### config.mk
export PLATFORM = sky130hd
export DESIGN_NAME = free_list
export DESIGN_NICKNAME = d
export VERILOG_FILES = /design/src/rtl/free_list.sv
export SDC_FILE = /design/constraint.sdc
export NUM_CORES = 1
export LEC_CHECK = 0
export CORE_MARGIN = 3
export CORE_UTILIZATION = 30
export DETAILED_ROUTE_END_ITERATION = 16
export GPL_ROUTABILITY_DRIVEN = 0
export PLACE_DENSITY_LB_ADDON = 0.2
export SYNTH_ARGS = -nofsm -noshare
export SYNTH_HDL_FRONTEND = slang
export SYNTH_SLANG_ARGS = --single-unit
### constraint.sdc
create_clock -name clock -period 4.1 [get_ports clock]
set_input_delay 1.025 -clock clock [delete_from_list [all_inputs] [get_ports clock]]
set_output_delay 1.025 -clock clock [all_outputs]
set_load 0.03 [all_outputs]
### src/rtl/free_list.sv
`default_nettype none
// ============================================================================
//  Module   : free_list
//  Purpose  : Physical-register free list for rename/dispatch. A circular FIFO
//             of free preg indices. It offers up to two pregs per cycle to
//             dispatch and takes back the old prd of each retiring
//             instruction. A flush rewinds the speculative head to the
//             architectural head, which recovers every speculative
//             allocation.
//  Ports    : clock, reset_n            - clock, synchronous active-low reset
//             disp2fl_alloc{0,1}_en     - dispatch consumes the offered preg
//             fl2disp_alloc{0,1}_prd    - pregs offered to instr0 / instr1
//             fl2disp_can_alloc         - at least two entries are free
//             rob2fl_commit{0,1}_en     - retiring slot frees its old prd
//             rob2fl_commit{0,1}_old_prd- preg returned by that slot
//             flush_valid               - discard speculative allocations
//             fl2dbg_free_count         - number of free entries
//  Revision : 1.0 - initial release
// ============================================================================
module free_list #(
   parameter int NUM_PREG = 64,
   parameter int NUM_AREG = 32,
   parameter int DEPTH    = NUM_PREG - NUM_AREG,
   parameter int PW       = $clog2(NUM_PREG),
   parameter int PTRW     = $clog2(DEPTH) + 1
) (
   input  logic            clock,
   input  logic            reset_n,
   input  logic            disp2fl_alloc0_en,
   input  logic            disp2fl_alloc1_en,
   output logic [PW-1:0]   fl2disp_alloc0_prd,
   output logic [PW-1:0]   fl2disp_alloc1_prd,
   output logic            fl2disp_can_alloc,
   input  logic            rob2fl_commit0_en,
   input  logic [PW-1:0]   rob2fl_commit0_old_prd,
   input  logic            rob2fl_commit1_en,
   input  logic [PW-1:0]   rob2fl_commit1_old_prd,
   input  logic            flush_valid,
   output logic [PTRW-1:0] fl2dbg_free_count
);

   localparam int IW = PTRW - 1;

   logic [PW-1:0]   mem [DEPTH];
   logic [PTRW-1:0] spec_head;
   logic [PTRW-1:0] arch_head;
   logic [PTRW-1:0] tail;

   logic [PTRW-1:0] count;
   logic            can_alloc;
   logic [IW-1:0]   head_idx;
   logic [IW-1:0]   head_nxt_idx;
   logic [IW-1:0]   tail_idx;
   logic [IW-1:0]   tail_nxt_idx;
   logic [PTRW-1:0] nalloc;
   logic [PTRW-1:0] ncommit;
   logic [PW-1:0]   first_prd;

   // Pointers carry one extra wrap bit, so plain subtraction gives occupancy.
   assign count        = tail - spec_head;
   assign can_alloc    = (count >= PTRW'(2));
   assign head_idx     = spec_head[IW-1:0];
   assign head_nxt_idx = head_idx + IW'(1);
   assign tail_idx     = tail[IW-1:0];
   assign tail_nxt_idx = tail_idx + IW'(1);

   // An alloc1-only cycle consumes the head slot, so instr1 sees mem[head].
   assign fl2disp_alloc0_prd = mem[head_idx];
   assign fl2disp_alloc1_prd = disp2fl_alloc0_en ? mem[head_nxt_idx] : mem[head_idx];
   assign fl2disp_can_alloc  = can_alloc;
   assign fl2dbg_free_count  = count;

   // Alloc requests are dropped unless two entries are free.
   assign nalloc  = can_alloc ? (PTRW'(disp2fl_alloc0_en) + PTRW'(disp2fl_alloc1_en))
                              : '0;
   assign ncommit = PTRW'(rob2fl_commit0_en) + PTRW'(rob2fl_commit1_en);

   // The oldest enabled commit slot lands at tail; slot1 follows it if both fire.
   assign first_prd = rob2fl_commit0_en ? rob2fl_commit0_old_prd : rob2fl_commit1_old_prd;

   always_ff @(posedge clock) begin
      if (!reset_n) begin
         for (int i = 0; i < DEPTH; i++) begin
            mem[i] <= PW'(NUM_AREG + i);
         end
         spec_head <= '0;
         arch_head <= '0;
         tail      <= PTRW'(DEPTH);
      end else begin
         if (rob2fl_commit0_en || rob2fl_commit1_en) begin
            mem[tail_idx] <= first_prd;
         end
         if (rob2fl_commit0_en && rob2fl_commit1_en) begin
            mem[tail_nxt_idx] <= rob2fl_commit1_old_prd;
         end
         tail      <= tail + ncommit;
         arch_head <= arch_head + ncommit;
         // Flush rewinds past this cycle's commits; new allocs are discarded.
         if (flush_valid) begin
            spec_head <= arch_head + ncommit;
         end else begin
            spec_head <= spec_head + nalloc;
         end
      end
   end

`ifndef SYNTHESIS
   logic [PTRW-1:0] outstanding;
   assign outstanding = spec_head - arch_head;

   always_ff @(posedge clock) begin
      if (reset_n) begin
         assert (count <= PTRW'(DEPTH))
            else $error("free_list: free count exceeds depth");
         assert (ncommit <= outstanding)
            else $error("free_list: commit retires more than were allocated");
      end
   end
`endif

endmodule
`default_nettype wire

==> out/metrics.csv <==
metric,value,unit
outcome,completed,
final_setup_fails,0,
synth.net_count,1169,
start_util,30.73,%
timing_hold_violations_final,0,
synth-edff-count,192,
worstPathBufferInverterCount,3,
die_width,211.7,um
synth.distinct_cells,46,
share_of_synthesized_registers_carrying_an_async_set_or_reset,0,%
synth_top_cell_area_share,45.43,%
rr_worst_depth,15,
drt_iter0_drc,1226,
routed-wl-met2,23520,um
worst_hold_path.endpoint,arch_head[5],
dpl.hpwl,35140,um
cts-hold-fix-buffers,0,
post-route-drc-count,0,
area_growth,17.28,%
timing.max_cap.violations,0,
route.detailed.wl_per_inst,28.71,um
highest_layer,met4,
floorplan.die.height,211.7,um
numPortBuffers,37,
cts_inserted_buffers,24,
grt_setup_unrepaired,no,
wire_length_of_the_first_global_routing_pass,72470,um
worst-path-max-fanout,10,
final_layout_size_suffix_gt1_share,16.85,%
clock_latency,540,ps
postSynthAreaPerCell,11.22,um2
crit_path_start_kind,flip-flop,
routed-wl-met3,3868,um
drt_pass1_iterations,9,
numClockSinks,210,
tightestPinTransition,1303,ps
clock_tree.root_cell,sky130_fd_sc_hd__clkbuf_16,
routedLengthMet1,20260,um
timing.hold.worst_path_depth,2,
synth_top_cell_by_area,sky130_fd_sc_hd__edfxtp_1,
hold_path.startpoint,arch_head[5],
power_leakage,4.690,nW
critical_path.cell_chain,buf_6 -> nor2b_1 -> buf_6 -> a22oi_1 -> nand3_1 -> o21ai_0 -> a211o_1 -> a211o_1 -> buf_4,
totalPowerFinal,6.629,mW
num_antenna_cells,0,
die_area,44800,um2
vias,10400,
cell_types_occupying_the_most_area_after_synthesis,"sky130_fd_sc_hd__edfxtp_1, sky130_fd_sc_hd__mux4_2, sky130_fd_sc_hd__mux2i_1",
ys_seq_elements,210,
worst_hold_path_type,reg2reg,
grt_pass1_vias,10190,
worst_ep_required_time,3070,ps
holdWs,514.3,ps
critical-path-top-delay-family,compound AO/OA/AOI/OAI gates,
detail_route.vias_per_cell,5.964,
worst_case_headroom_to_the_max_slew_limit,12.22,%
synthesis.area,12690,um2
clockBufferDepth,3,
timing.rr.start,spec_head[1],
worst-setup-path-type,reg2out,
worst_path_max_delay_cell,sky130_fd_sc_hd__dfxtp_2,
final.fill_count,4055,
grt_util_all_layers,22.10,%
final.min_clock_period,4035,ps
worst_setup_hold_path_clk_slew,60,ps
timing.critical_path.to_type,output port,
synth_top_flop_cell,sky130_fd_sc_hd__edfxtp_1,
post_synth_inst_count,1131,
num_rows,74,
ff2ff_setup_slack,620,ps
timing.final.max_slew_violations,0,
antenna_found_initial,1,
timing.critical_path.arrival,3010,ps
grt_overflow,0,
ios,38,
cts-htree-levels,1,
fin_worst_skew,10.54,ps
count_of_synthesis_stage_warnings_from_yosys,0,
grt_start_max_net_pins,33,
cts.repair_timing.setup_buffer_count,0,
post-route-period-util,98.42,%
postRouteWirelength,50040,um
ys_top_cells_by_count,"sky130_fd_sc_hd__edfxtp_1, sky130_fd_sc_hd__nor2_1, sky130_fd_sc_hd__mux2i_1, sky130_fd_sc_hd__o22ai_1, sky130_fd_sc_hd__a21oi_1",
tns,0,ps
yosys.cell_count.top_type,sky130_fd_sc_hd__edfxtp_1,
ant_nets,0,
ys_seq_area_share,48.27,%
fmaxAchievable,0.2478,GHz
core-area,41290,um2
layout.nets,1231,
peakVddDrop,0.2435,mV
rr_endpoint,spec_head[5],
pwr_density,445.4,nW/um2
critical-path-max-stage-delay,430,ps
clock_tree_from_tritoncts,built,
[sequential cells by signal, indices dropped and copies added, names as in the netlist]
register	flops
tail	6
spec_head	6
arch_head	6
mem	192
[stage by stage]
stage | area [um2] | std cells | setup WS (ps) | utilization (%)
2_1_floorplan | 12700 | 1131 | 55.99 | -
3_3_place_gp | 14030 | 1698 | 360.0 | 33.97
6_report | 14880 | 1743 | 64.71 | 36.04
4_1_cts | 14820 | 1743 | 4.443 | 35.90
3_5_place_dp | 14030 | 1698 | 359.1 | 33.97
5_1_grt | 14880 | 1743 | 8.823 | 36.04
[worst max-delay path by stage]
stage / slack (ps) / endpoint / start / cells after the start
floorplan: 60 / spec_head[5] / spec_head[1] / 18
CTS: 4 / fl2disp_alloc1_prd[2] / spec_head[2] / 9
detailed placement: 360 / fl2disp_alloc1_prd[2] / disp2fl_alloc0_en / 5
finish: 60 / fl2disp_alloc1_prd[3] / spec_head[0] / 9
global placement: 360 / fl2disp_can_alloc / spec_head[1] / 8
global route: 9 / fl2disp_alloc1_prd[3] / spec_head[0] / 9
[worst reg2reg max path: cells and delay by family (launching register included)]
kind	cells	cell delay, ps
simple gates	6	1170
compound gates	5	970
fa+ha+maj	2	550
flops	1	410
xor+xnor	1	170
buf+inv	1	120
[cell families after synthesis]
logic type	share of synthesized area (%)
AND/OR/NAND/NOR	10.77
AO/OA/AOI/OAI	15.26
flip-flops	48.27
multiplexers	18.55
buffers and inverters	3.589
XOR/XNOR	1.449
adder cells (fa/ha/maj)	2.110
[power by group]
group          internal [mW]  switching (mW)  total, mW
Combinational          0.839            1.23       2.07
Clock                   1.20           0.903       2.11
Sequential              2.40          0.0482       2.45
Total                   4.45            2.18       6.63
[layout make-up]
class / instances / area [um2] / area share (%)
Inverter: 27 / 101.3 / 0.6810
Sequential cell: 210 / 6131 / 41.19
Clock buffer: 35 / 676.9 / 4.548
Timing Repair Buffer: 114 / 1022 / 6.868
Tap cell: 532 / 665.6 / 4.472
Multi-Input combinational cell: 816 / 6220 / 41.79
Clock inverter: 9 / 66.31 / 0.4456
[what timing repair did]
item                       4_1_cts  5_1_grt
hold endpoints to repair         0        0
setup endpoints to repair        7        7
pin swaps                        0        0
cloned                           1        0
gates resized for setup          9       15
[placed cells by master, fill, tap and decap left out, types with 5 or more instances in the layout]
cell	instances
sky130_fd_sc_hd__a211o_1	12
sky130_fd_sc_hd__clkinv_2	5
sky130_fd_sc_hd__nand4_1	5
sky130_fd_sc_hd__a22oi_1	22
sky130_fd_sc_hd__nand3_1	50
sky130_fd_sc_hd__mux2i_1	101
sky130_fd_sc_hd__a21oi_1	91
sky130_fd_sc_hd__a21boi_2	5
sky130_fd_sc_hd__ha_1	14
sky130_fd_sc_hd__o21ai_0	17
sky130_fd_sc_hd__clkinv_1	9
sky130_fd_sc_hd__mux4_2	56
sky130_fd_sc_hd__and2_1	12
sky130_fd_sc_hd__nand2_1	88
sky130_fd_sc_hd__buf_4	78
sky130_fd_sc_hd__clkdlybuf4s50_1	23
sky130_fd_sc_hd__dfxtp_1	16
sky130_fd_sc_hd__nor2b_1	6
sky130_fd_sc_hd__clkbuf_1	8
sky130_fd_sc_hd__a22o_1	15
sky130_fd_sc_hd__o22ai_1	92
sky130_fd_sc_hd__nor2_1	121
sky130_fd_sc_hd__inv_1	20
sky130_fd_sc_hd__nand2b_1	6
sky130_fd_sc_hd__xor2_1	8
sky130_fd_sc_hd__edfxtp_1	192
sky130_fd_sc_hd__o22a_1	34
sky130_fd_sc_hd__nor3_1	13
sky130_fd_sc_hd__clkbuf_16	25
sky130_fd_sc_hd__xnor2_1	11
[per-layer routing]
metal	up-vias	GRT usage (%)
met2	546	36.42
met1	5193	29.37
met3	123	2.964
met5	-	0
li1	4534	-
met4	0	9.400
No activity file was read; power rests on OpenSTA's default activity.
